===== src/rtl/difftest_delayed_wb_tracker.sv =====
// Tracks committed destinations with deferred values and emits ordered difftest delayed-wb events.
// Optional sticky error tracking is enabled by defining DIFFTEST_DELAYED_CHECK_EN.
module difftest_delayed_wb_tracker #(
  parameter int unsigned TAG_W      = 2,
  parameter int unsigned FIFO_DEPTH = 4,
  parameter logic [7:0]  CORE_ID    = 8'd0
) (
  input  logic             clock,
  input  logic             reset_n,
  input  logic             commit_valid,
  input  logic [4:0]       commit_rd,
  input  logic [TAG_W-1:0] commit_tag,
  input  logic             wb_valid,
  input  logic [TAG_W-1:0] wb_tag,
  input  logic [63:0]      wb_data,
  input  logic             wb_kill,
  output logic             enable,
  output logic             io_valid,
  output logic [4:0]       io_address,
  output logic [63:0]      io_data,
  output logic             io_nack,
  output logic [7:0]       io_coreid,
  output logic [7:0]       io_index
`ifdef DIFFTEST_DELAYED_CHECK_EN
  ,
  output logic [2:0]       err
`endif
);

  localparam int unsigned NumTags = 1 << TAG_W;
  localparam int unsigned PtrW    = $clog2(FIFO_DEPTH);

  typedef struct packed {
    logic [4:0]  rd;
    logic [63:0] data;
    logic        nack;
  } event_t;

  logic [NumTags-1:0] vld_q, vld_d;
  logic [4:0]         rd_tbl_q [NumTags];
  logic               tbl_we;

  event_t             fifo_q [FIFO_DEPTH];
  logic [PtrW-1:0]    wr_ptr_q, rd_ptr_q;
  logic [PtrW:0]      count_q, count_d;
  logic [7:0]         idx_q;

  event_t             ev, head;
  logic               push, enq, deq, full;
  logic               bypass, orphan, dup, overflow;

  always_comb begin
    vld_d  = vld_q;
    tbl_we = 1'b0;
    push   = 1'b0;
    ev     = '0;
    orphan = 1'b0;
    dup    = 1'b0;
    bypass = commit_valid && wb_valid && (commit_tag == wb_tag);

    if (bypass) begin
      // Value arrives with the commit: never enters the table.
      vld_d[wb_tag] = 1'b0;
      orphan        = wb_kill;
      if (commit_rd != 5'd0) begin
        push = 1'b1;
        ev   = '{rd: commit_rd, data: wb_data, nack: 1'b0};
      end
    end else begin
      if (wb_valid || wb_kill) begin
        if (wb_valid && wb_kill) orphan = 1'b1;
        if (vld_q[wb_tag]) begin
          push          = 1'b1;
          ev            = '{rd: rd_tbl_q[wb_tag], data: wb_valid ? wb_data : 64'd0,
                            nack: !wb_valid};
          vld_d[wb_tag] = 1'b0;
        end else begin
          orphan = 1'b1;
        end
      end
      if (commit_valid && (commit_rd != 5'd0)) begin
        // vld_d already reflects a same-cycle completion of the old holder.
        dup               = vld_d[commit_tag];
        vld_d[commit_tag] = 1'b1;
        tbl_we            = 1'b1;
      end
    end
  end

  // The sink never stalls, so the head leaves every cycle the queue is non-empty.
  assign deq      = (count_q != '0);
  assign full     = (count_q == (PtrW + 1)'(FIFO_DEPTH));
  assign enq      = push && (!full || deq);
  assign overflow = push && full && !deq;

  always_comb begin
    count_d = count_q;
    unique case ({enq, deq})
      2'b10:   count_d = count_q + 1'b1;
      2'b01:   count_d = count_q - 1'b1;
      default: count_d = count_q;
    endcase
  end

  always_ff @(posedge clock or negedge reset_n) begin
    if (!reset_n) begin
      vld_q    <= '0;
      wr_ptr_q <= '0;
      rd_ptr_q <= '0;
      count_q  <= '0;
      idx_q    <= 8'd0;
    end else begin
      vld_q   <= vld_d;
      count_q <= count_d;
      if (enq) wr_ptr_q <= wr_ptr_q + 1'b1;
      if (deq) begin
        rd_ptr_q <= rd_ptr_q + 1'b1;
        idx_q    <= idx_q + 8'd1;
      end
    end
  end

  always_ff @(posedge clock) begin
    if (tbl_we) rd_tbl_q[commit_tag] <= commit_rd;
    if (enq)    fifo_q[wr_ptr_q]     <= ev;
  end

  always_comb begin
    head       = fifo_q[rd_ptr_q];
    io_valid   = deq;
    enable     = deq;
    io_address = deq ? head.rd : 5'd0;
    io_data    = deq ? head.data : 64'd0;
    io_nack    = deq && head.nack;
    io_coreid  = CORE_ID;
    io_index   = idx_q;
  end

`ifdef DIFFTEST_DELAYED_CHECK_EN
  logic [2:0] err_q;

  always_ff @(posedge clock or negedge reset_n) begin
    if (!reset_n) err_q <= 3'b000;
    else          err_q <= err_q | {overflow, orphan, dup};
  end

  assign err = err_q;

`ifndef SYNTHESIS
  always @(posedge clock) begin
    if (reset_n) begin
      if (overflow && !err_q[2]) $error("delayed wb tracker: event queue overflow");
      if (orphan && !err_q[1])   $error("delayed wb tracker: orphan writeback/kill");
      if (dup && !err_q[0])      $error("delayed wb tracker: duplicate commit to pending tag");
    end
  end
`endif
`else
  logic unused_err;
  assign unused_err = ^{overflow, orphan, dup};
`endif

endmodule


===== config.mk =====
export PLATFORM = sky130hd
export DESIGN_NAME = difftest_delayed_wb_tracker
export DESIGN_NICKNAME = d
export VERILOG_FILES = /design/src/rtl/difftest_delayed_wb_tracker.sv
export SDC_FILE = /design/constraint.sdc
export NUM_CORES = 1
export LEC_CHECK = 0
export ABC_AREA = 1
export CORE_MARGIN = 5
export CORE_UTILIZATION = 55
export CTS_CLUSTER_DIAMETER = 80
export DETAILED_ROUTE_END_ITERATION = 8
export HOLD_SLACK_MARGIN = 0.12
export PLACE_DENSITY = 0.79
export SLEW_MARGIN = 10
export SYNTH_ARGS = -nofsm -noshare
export SYNTH_HDL_FRONTEND = slang
export SYNTH_SLANG_ARGS = --single-unit

===== constraint.sdc =====
create_clock -name clock -period 7.7 [get_ports clock]
set_clock_uncertainty 0.1 [all_clocks]
set_input_delay 1.925 -clock clock [delete_from_list [all_inputs] [get_ports clock]]
set_output_delay 1.925 -clock clock [all_outputs]
set_load 0.02 [all_outputs]

==> results of run 1 <==
[worst max-delay path: stages, from the launching register on]
cell                              delay [ns]
sky130_fd_sc_hd__dfrtp_4                0.89
sky130_fd_sc_hd__clkinv_2               0.79
sky130_fd_sc_hd__buf_4                  0.52
sky130_fd_sc_hd__o21ai_0                0.25
sky130_fd_sc_hd__a21oi_1                0.16
sky130_fd_sc_hd__clkdlybuf4s50_1        0.58
[routing by layer]
layer	global-route usage (%)	wire length (um)	share of wire [%]	vias to the layer above
met4	5.63	421	1.5	0
met5	0	0	0	-
met2	35.4	14100	49	327
met3	3.49	2020	7.0	35
li1	-	-	-	4187
met1	28.6	12200	42	4166
[logic make-up after synthesis]
kind of cell / synth area share [%]
and+or+nand+nor: 12.4
DFF: 71.8
AOI/OAI and AO/OA: 9.32
buffers and inverters: 5.25
xor gates and xnor gates: 0.596
adders and majority gates: 0.625
other: 0.0284
[cell type report]
type / instances / area [um^2]
Inverter: 84 / 319
Clock inverter: 16 / 135
Clock buffer: 42 / 827
Sequential cell: 319 / 9490
Tap cell: 319 / 399
Multi-Input combinational cell: 686 / 3110
Timing Repair Buffer: 169 / 1660
Fill cell: 1735 / 7600
[placed cells by master (no fill, tap or decap), types with 2 or more instances in the layout]
cell type                         instances
sky130_fd_sc_hd__nor2_1                 358
sky130_fd_sc_hd__edfxtp_1               300
sky130_fd_sc_hd__clkdlybuf4s50_1        157
sky130_fd_sc_hd__o21ai_0                148
sky130_fd_sc_hd__inv_1                   80
sky130_fd_sc_hd__a21oi_1                 75
sky130_fd_sc_hd__nand2_1                 50
sky130_fd_sc_hd__clkbuf_16               31
sky130_fd_sc_hd__dfrtp_1                 17
sky130_fd_sc_hd__buf_4                   12
sky130_fd_sc_hd__clkbuf_1                10
sky130_fd_sc_hd__clkinv_2                 8
sky130_fd_sc_hd__conb_1                   8
sky130_fd_sc_hd__nand3_1                  7
sky130_fd_sc_hd__xnor2_1                  6
sky130_fd_sc_hd__a221oi_1                 5
sky130_fd_sc_hd__ha_1                     5
sky130_fd_sc_hd__a21boi_4                 4
sky130_fd_sc_hd__clkinv_1                 4
sky130_fd_sc_hd__nand2_2                  3
sky130_fd_sc_hd__o22ai_1                  3
sky130_fd_sc_hd__nand4_1                  3
sky130_fd_sc_hd__xor2_1                   3
sky130_fd_sc_hd__inv_2                    2
sky130_fd_sc_hd__nand3_2                  2
sky130_fd_sc_hd__o31ai_1                  2
sky130_fd_sc_hd__bufinv_16                2
[through the flow]
| stage | hold WS, ns | total power [mW] |
|---|---|---|
| finish | 0.376 | 6.33 |
| global route | 0.397 | 6.69 |
| CTS | 0.382 | 6.38 |
| detailed placement | 0.367 | 4.96 |
| global placement | 0.363 | 4.91 |
| floorplan | 0.353 | 3.88 |
[flip-flops by register name, summed over array words and instances (netlist names)]
register / flops
rd_ptr_q: 2
io_index: 8
rd_tbl_q: 20
wr_ptr_q: 2
count_q: 3
vld_q: 4
fifo_q: 280
[where the power goes]
group,internal (mW),switching (mW),leakage [nW]
registers,2.17,0.132,3.03
clock network,0.819,0.602,0.472
logic,1.00,1.61,2.34
total,3.99,2.34,5.84
[path summary, 6_finish.rpt]
path | to | cells after the start
max | io_data[22] | 5
min reg2reg | io_index[7]$_DFFE_PN0N_ | 1
min | io_index[7]$_DFFE_PN0N_ | 1
min in group asynchronous | io_index[1]$_DFFE_PN0N_ | 1
max reg2reg | fifo_q[3][15]$_DFFE_PP_ | 7
max in group asynchronous | rd_ptr_q[0]$_DFFE_PN0N_ | 1
==> results.toml, run 1 <==
[global_routing]
grt_start_max_net_pins = 77
groute.usage.overall_pct = 21.0
wire_length_of_the_first_global_routing_pass_mm = 45.0
grt_remaining_overflow = 0
grt_antenna_before_repair = 0
via_count_of_the_first_global_routing_pass = 8725

[synthesis]
netlist_instances = 1154
synthFlopType = "sky130_fd_sc_hd__edfxtp_1"
synth.cell_area_mm2 = 0.0132
yosys.cell_count.top_type = "sky130_fd_sc_hd__nor2_1"
ys_top_cells_by_area = "sky130_fd_sc_hd__edfxtp_1 (68%), sky130_fd_sc_hd__nor2_1 (10%), sky130_fd_sc_hd__o21ai_0 (5.6%)"
yosys.area.top_type = "sky130_fd_sc_hd__edfxtp_1"
synth-seq-area-share_pct = 71.8
syn-mean-instance-area_um2 = 11.5
synth_enable_flop_cells = 300
yosys_register_bits = 319
synth_top_area_share_pct = 68.2
yosys_warnings = 0
synth_top_cells_by_count = "sky130_fd_sc_hd__nor2_1 (358), sky130_fd_sc_hd__edfxtp_1 (300), sky130_fd_sc_hd__o21ai_0 (148)"
post_synth_num_cell_types = 30
asyncSetResetFlopFracSynth_pct = 5.96

[hold_path]
worstHoldStart = "io_index[7]$_DFFE_PN0N_"
hold_path.class = "reg2reg"

[sta]
slew-limit-headroom_pct = 25.1
setup_viol = 0
max_freq_mhz = 173
setup_tns_ns = 0
timing.final.ws_setup_ns = 1.90
timing_hold_violations_final = 0
timing_worst_slew_pin_value_ns = 1.12
rsz0062_at_grt = "no"
final_min_period_over_clock_period_pct = 75.3
slew_viol_final = 0
period_needed_ns = 5.80

[place]
detailed_place.area_mm2 = 0.0150
pre_cts_worst_setup_slack_ns = 2.41
gp_congestion = 0.817
place.detailed.instances = 1577
io_buffer_count = 157
dpl.hpwl_mm = 16.4

[layout]
stdcell_area_mm2 = 0.0159
drive_above_1_share_pct = 5.62
instances_no_fill = 1635
area_growth_pct = 20.6
final_core_utilization_pct = 67.7
finish.net_count = 1375
insertedDiodeCount = 0

[routing]
wl_per_cell_um = 17.6
drc = 0
routed_via_density = 5.33
wire_length_reported_by_the_detailed_router_mm = 28.7
antenna_left = 0
dr_total_vias = 8715
1st_pass_router_iterations = 5
first_iter_violations = 785

[clock_network]
cts.sinks = 319
cts_repair_resize_count = 0
numCtsBuffers = 31
cts.clk_slew.worst_paths_ns = 0.06
cts_buffer_depth = 3
buffer_count_from_post_cts_setup_fixing = 0
cts_tree = "yes"
cts_max_level = 1
clk_latency_ns = 0.55
hold_buffers = 0
clock-root-buffer = "sky130_fd_sc_hd__clkbuf_16"

[worst_setup_path]
worst-setup-path-type = "reg2out"
worstPathRequired_ns = 5.68
r2r_start = "vld_q[3]$_DFF_PN0_"
critPathMaxFanout = 67
endpoint_kind = "primary output"
crit_path_start = "rd_ptr_q[0]$_DFFE_PN0N_"
setup.reg_to_reg.worst_slack_ns = 4.97
worst-endpoint-arrival_ns = 3.77
critical_path.startpoint_type = "register"

[power]
cellPowerDensity_mw_per_mm2 = 397
cellLeakagePower_nw = 5.84
ir_drop_uv = 268

[floorplanning]
dieWidth_um = 165
io-pin-count = 166
fp-row-count = 56
die_height_um = 165
core_outline_area_mm2 = 0.0235
effective_utilization_at_floorplan_pct = 56.1
dieArea_mm2 = 0.0272

[run_status]
run_status = "finished clean"

[run]
max_cap_viol_count = 0
(Power assumes the default switching activity.)
==> run 2, diff against run 1 <==
--- a/config.mk
+++ b/config.mk
@@ -7,11 +7,11 @@
 export LEC_CHECK = 0
 export ABC_AREA = 1
 export CORE_MARGIN = 5
-export CORE_UTILIZATION = 55
+export CORE_UTILIZATION = 50
 export CTS_CLUSTER_DIAMETER = 80
 export DETAILED_ROUTE_END_ITERATION = 8
 export HOLD_SLACK_MARGIN = 0.12
-export PLACE_DENSITY = 0.79
+export PLACE_DENSITY = 0.76
 export SLEW_MARGIN = 10
 export SYNTH_ARGS = -nofsm -noshare
 export SYNTH_HDL_FRONTEND = slang
==> constraint.sdc (replaced) <==
create_clock -name clock -period 4.7 [get_ports clock]
set_clock_uncertainty 0.1 [all_clocks]
set_input_delay 1.175 -clock clock [delete_from_list [all_inputs] [get_ports clock]]
set_output_delay 1.175 -clock clock [all_outputs]
set_load 0.02 [all_outputs]
==> run 2 against run 1 <==
Compared with the run above:
- sequential power is 60% higher
- critical path type unchanged
- largest cell class unchanged
- sequential share of layout area is 0.43 points lower
- core utilization is 6.1 points lower
- global-route usage is 1.9 points lower
- critical endpoint unchanged
- flip-flop and latch count stayed put
- clock power is 62% higher
- worst setup slack worse by 1.6 ns
- highest routed layer unchanged
- die area is 9.4% higher
- critical path depth is 1 higher
==> results.toml, run 2 (synthesis gave the netlist of run 1 again) <==
[power]
cellLeakagePower_nw = 5.88
cellPowerDensity_mw_per_mm2 = 649
totalPowerFinal_mw = 10.4
ir_drop_uv = 501

[sta]
final_min_period_over_clock_period_pct = 93.4
timing_hold_violations_final = 0
period_needed_ns = 4.39
setup_viol = 0
timing.final.ws_setup_ns = 0.311
rsz0062_at_grt = "no"
whs_ns = 0.396
slew-limit-headroom_pct = 40.2
timing_worst_slew_pin_value_ns = 0.898
max_freq_mhz = 228
setup_tns_ns = 0
slew_viol_final = 0

[clock_network]
numCtsBuffers = 31
cts_tree = "yes"
cts.sinks = 319
buffer_count_from_post_cts_setup_fixing = 0
clk_latency_ns = 0.54
cts.clk_slew.worst_paths_ns = 0.06
hold_buffers = 0
cts_repair_resize_count = 0
clock-root-buffer = "sky130_fd_sc_hd__clkbuf_16"
cts_max_level = 1
cts_buffer_depth = 3

[worst_setup_path]
cp.buffers_inverters = 4
endpoint_kind = "primary output"
rr_worst_depth = 7
worst-endpoint-arrival_ns = 3.11
critPathSlowestCell = "sky130_fd_sc_hd__clkdlybuf4s50_1"
crit_chain = "clkinv_2 > buf_4 > buf_4 > o21ai_0 > a21oi_1 > clkdlybuf4s50_1"
worst_path_most_repeated_cell = "sky130_fd_sc_hd__buf_4"
crit_family = "buffers and inverters"
r2r_start = "vld_q[3]$_DFF_PN0_"
cpPeakStageDelay_ns = 0.58
setup.reg_to_reg.worst_slack_ns = 2.38
critical_path.startpoint_type = "register"
worstPathRequired_ns = 3.42
worst-setup-path-type = "reg2out"
critPathMaxFanout = 58
rr_endpoint = "fifo_q[0][49]$_DFFE_PP_"

[layout]
area_growth_pct = 21.5
multiInputGateArea_mm2 = 0.00311
top_library_cells_by_usage_in_the_layout_fill_and_taps_aside = "sky130_fd_sc_hd__nor2_1 (358), sky130_fd_sc_hd__edfxtp_1 (300), sky130_fd_sc_hd__clkdlybuf4s50_1 (157), sky130_fd_sc_hd__o21ai_0 (148), sky130_fd_sc_hd__inv_1 (80)"
insertedDiodeCount = 0
finish.net_count = 1381
drive_above_1_share_pct = 5.83
final.fill_count = 2019
final_common_cell = "sky130_fd_sc_hd__nor2_1"
largest_register_ffs = 280
registers.top_by_ff_count = "fifo_q"
sequential_cell_area_mm2 = 0.00949

[floorplanning]
effective_utilization_at_floorplan_pct = 50.7
dieWidth_um = 173
fp-row-count = 59
core_outline_area_mm2 = 0.0261
die_height_um = 173
dieArea_mm2 = 0.0298
io-pin-count = 166

[run]
max_cap_viol_count = 0

[routing]
wl_per_cell_um = 17.8
1st_pass_router_iterations = 5
dr_total_vias = 8779
wire_length_reported_by_the_detailed_router_mm = 29.4
antenna_left = 0
routed_via_density = 5.30
first_iter_violations = 748
drc = 0

[run_status]
run_status = "finished clean"

[hold_path]
hold_path.class = "reg2reg"
timing.hold.worst_path_depth = 1
worst_hold_path.endpoint = "io_index[7]$_DFFE_PN0N_"
worstHoldStart = "io_index[7]$_DFFE_PN0N_"

[place]
io_buffer_count = 157
gp_congestion = 0.876
dpl.hpwl_mm = 16.9
pre_cts_worst_setup_slack_ns = 0.672

[global_routing]
grt_antenna_before_repair = 0
wire_length_of_the_first_global_routing_pass_mm = 46.9
via_count_of_the_first_global_routing_pass = 9079
grt_start_max_net_pins = 142
grt_remaining_overflow = 0
groute.usage.overall_pct = 19.1
[run 2: changes by cell type in the layout (fill, tap and decap cells not counted), sizes merged]
cell	previous run	this run
clkinv	13	15
inv	84	83
clkbuf	42	38
buf	12	18
clkinvlp	1	2
[run 2: worst max path at each step]
stage                     slack, ns                 endpoint               startpoint  depth (start not counted)
final                          0.31              io_data[22]  rd_ptr_q[0]$_DFFE_PN0N_                          6
after global routing           0.15               io_data[7]  rd_ptr_q[0]$_DFFE_PN0N_                          6
after CTS                      0.32              io_data[17]  rd_ptr_q[0]$_DFFE_PN0N_                          6
after floorplan               -0.98   fifo_q[0][0]$_DFFE_PP_                wb_tag[0]                          8
after global placement         0.75  fifo_q[0][32]$_DFFE_PP_                wb_tag[0]                          9
after detailed placement       0.67  fifo_q[0][47]$_DFFE_PP_                wb_tag[0]                          9
[run 2: power by group]
group	switching [mW]	total (mW)	internal [mW]
Clock	0.986	2.30	1.31
Sequential	0.136	3.69	3.55
Combinational	2.74	4.44	1.70
Total	3.86	10.4	6.56
[run 2: layer usage]
metal	global-route usage (%)	routed length, um
met5	0	0
met4	5.28	663
met3	3.14	1800
met2	33.7	15000
met1	24.7	12000
[run 2: per-stage QoR]
stage / utilization (%) / cells / cell area [um^2]
floorplan: - / 1161 / 13200
global placement: 58.0 / 1599 / 15100
detailed placement: 58.0 / 1599 / 15100
CTS: 61.6 / 1655 / 16100
global route: 61.6 / 1655 / 16100
finish: 61.6 / 1655 / 16100
[run 2: final cells by class]
type | count | area share, %
clock inverters | 18 | 0.841
inverters | 84 | 1.99
well taps | 335 | 2.61
flip-flops and latches | 319 | 59.1
repair buffers | 175 | 11.1
clock buffers | 38 | 4.99
multi-input cells | 686 | 19.4
==> run 3, diff against run 2 <==
--- a/config.mk
+++ b/config.mk
@@ -12,7 +12,7 @@
 export DETAILED_ROUTE_END_ITERATION = 8
 export HOLD_SLACK_MARGIN = 0.12
 export PLACE_DENSITY = 0.76
-export SLEW_MARGIN = 10
+export SLEW_MARGIN = 30
 export SYNTH_ARGS = -nofsm -noshare
 export SYNTH_HDL_FRONTEND = slang
 export SYNTH_SLANG_ARGS = --single-unit
==> run 3 against run 2 <==
Compared with the run above:
- routed wire length about the same
- final cell count unchanged
- worst setup slack improved by 0.038 ns
- non-clock buffer count unchanged
- sequential share of layout area about the same
==> results.toml, run 3 (synthesis gave the netlist of run 1 again) <==
[sta]
period_needed_ns = 4.35
whs_ns = 0.396
final_min_period_over_clock_period_pct = 92.6
max_freq_mhz = 230
setup_viol = 0
rsz0062_at_grt = "no"
setup_tns_ns = 0
slew_viol_final = 0
slew-limit-headroom_pct = 39.3
timing.final.ws_setup_ns = 0.349
timing_hold_violations_final = 0
timing_worst_slew_pin_value_ns = 0.910

[layout]
instances_no_fill = 1655
drive_above_1_share_pct = 5.91
largest_register_ffs = 280
finish.net_count = 1381
final_core_utilization_pct = 61.6
insertedDiodeCount = 0
stdcell_area_mm2 = 0.0161
final.fill_count = 2020
top_library_cells_by_usage_in_the_layout_fill_and_taps_aside = "sky130_fd_sc_hd__nor2_1 (358), sky130_fd_sc_hd__edfxtp_1 (300), sky130_fd_sc_hd__clkdlybuf4s50_1 (156), sky130_fd_sc_hd__o21ai_0 (148), sky130_fd_sc_hd__inv_1 (80)"
final_common_cell = "sky130_fd_sc_hd__nor2_1"
registers.top_by_ff_count = "fifo_q"
area_growth_pct = 21.5

[place]
pre_cts_worst_setup_slack_ns = 0.672
dpl.hpwl_mm = 16.9
io_buffer_count = 157
detailed_place.area_mm2 = 0.0151
gp_congestion = 0.876
place.detailed.instances = 1599

[clock_network]
cts.sinks = 319
numCtsBuffers = 31
clk_latency_ns = 0.54
cts_tree = "yes"
cts_buffer_depth = 3
clock-root-buffer = "sky130_fd_sc_hd__clkbuf_16"
cts.clk_slew.worst_paths_ns = 0.06
hold_buffers = 0
buffer_count_from_post_cts_setup_fixing = 0
cts_max_level = 1
cts_repair_resize_count = 0

[global_routing]
wire_length_of_the_first_global_routing_pass_mm = 46.9
via_count_of_the_first_global_routing_pass = 9079
groute.usage.overall_pct = 19.1
grt_remaining_overflow = 0
grt_start_max_net_pins = 142
grt_antenna_before_repair = 0

[worst_setup_path]
worstPathRequired_ns = 3.42
endpoint_kind = "primary output"
critPathSlowestCell = "sky130_fd_sc_hd__clkdlybuf4s50_1"
worst_path_most_repeated_cell = "sky130_fd_sc_hd__buf_4"
critPathMaxFanout = 58
cpPeakStageDelay_ns = 0.58
worst-endpoint-arrival_ns = 3.08
critical_path.startpoint_type = "register"
crit_chain = "clkinv_2 > buf_4 > buf_4 > o21ai_0 > a21oi_1 > clkdlybuf4s50_1"
worst-setup-path-type = "reg2out"

[hold_path]
hold_path.class = "reg2reg"

[power]
cellPowerDensity_mw_per_mm2 = 650
ir_drop_uv = 502
totalPowerFinal_mw = 10.4
cellLeakagePower_nw = 5.88

[run]
max_cap_viol_count = 0

[floorplanning]
core_outline_area_mm2 = 0.0261
effective_utilization_at_floorplan_pct = 50.7
die_height_um = 173
dieWidth_um = 173
io-pin-count = 166
fp-row-count = 59
dieArea_mm2 = 0.0298

[routing]
wire_length_reported_by_the_detailed_router_mm = 29.4
1st_pass_router_iterations = 5
dr_total_vias = 8753
first_iter_violations = 759
wl_per_cell_um = 17.8
routed_via_density = 5.29
drc = 0
antenna_left = 0

[run_status]
run_status = "finished clean"
## run 3: cell count changes in the layout (fill, tap and decap cells not counted), sizes merged
cell	before	now
buf	18	19
clkdlybuf4s50	157	156
## run 3: critical path, delay by kind of cell (launching register included)
family	cells	cell delay, ns
AO/OA/AOI/OAI	2	0.28
buffers and inverters	4	1.81
flip-flops	1	0.43
## run 3: cell type report
type | count | area (um^2) | area share [%]
Sequential cell | 319 | 9490 | 59.1
Multi-Input combinational cell | 686 | 3110 | 19.4
Timing Repair Buffer | 175 | 1780 | 11.1
Clock buffer | 38 | 802 | 5.00
Tap cell | 335 | 419 | 2.61
Inverter | 84 | 319 | 1.99
Clock inverter | 18 | 135 | 0.842
## run 3: worst paths after layout
path	start	to	slack, ns	cells after the start
max	rd_ptr_q[0]$_DFFE_PN0N_	io_data[22]	0.35	6
min	io_index[7]$_DFFE_PN0N_	io_index[7]$_DFFE_PN0N_	0.40	1
max reg2reg	vld_q[3]$_DFF_PN0_	fifo_q[0][38]$_DFFE_PP_	2.38	7
min reg2reg	io_index[7]$_DFFE_PN0N_	io_index[7]$_DFFE_PN0N_	0.40	1
max in group asynchronous	reset_n	rd_ptr_q[0]$_DFFE_PN0N_	3.67	1
min in group asynchronous	reset_n	io_index[7]$_DFFE_PN0N_	0.47	1
## run 3: layer usage
| metal | global-route usage [%] | wire, um | up-vias |
|---|---|---|---|
| met5 | 0 | 0 | - |
| met4 | 5.28 | 671 | 0 |
| met3 | 3.14 | 1780 | 41 |
| met2 | 33.7 | 15000 | 309 |
| met1 | 24.7 | 12000 | 4195 |
| li1 | - | - | 4208 |
## run 3: report_power, final
group / switching (mW) / internal (mW)
registers: 0.136 / 3.55
logic: 2.75 / 1.70
clock network: 0.983 / 1.31
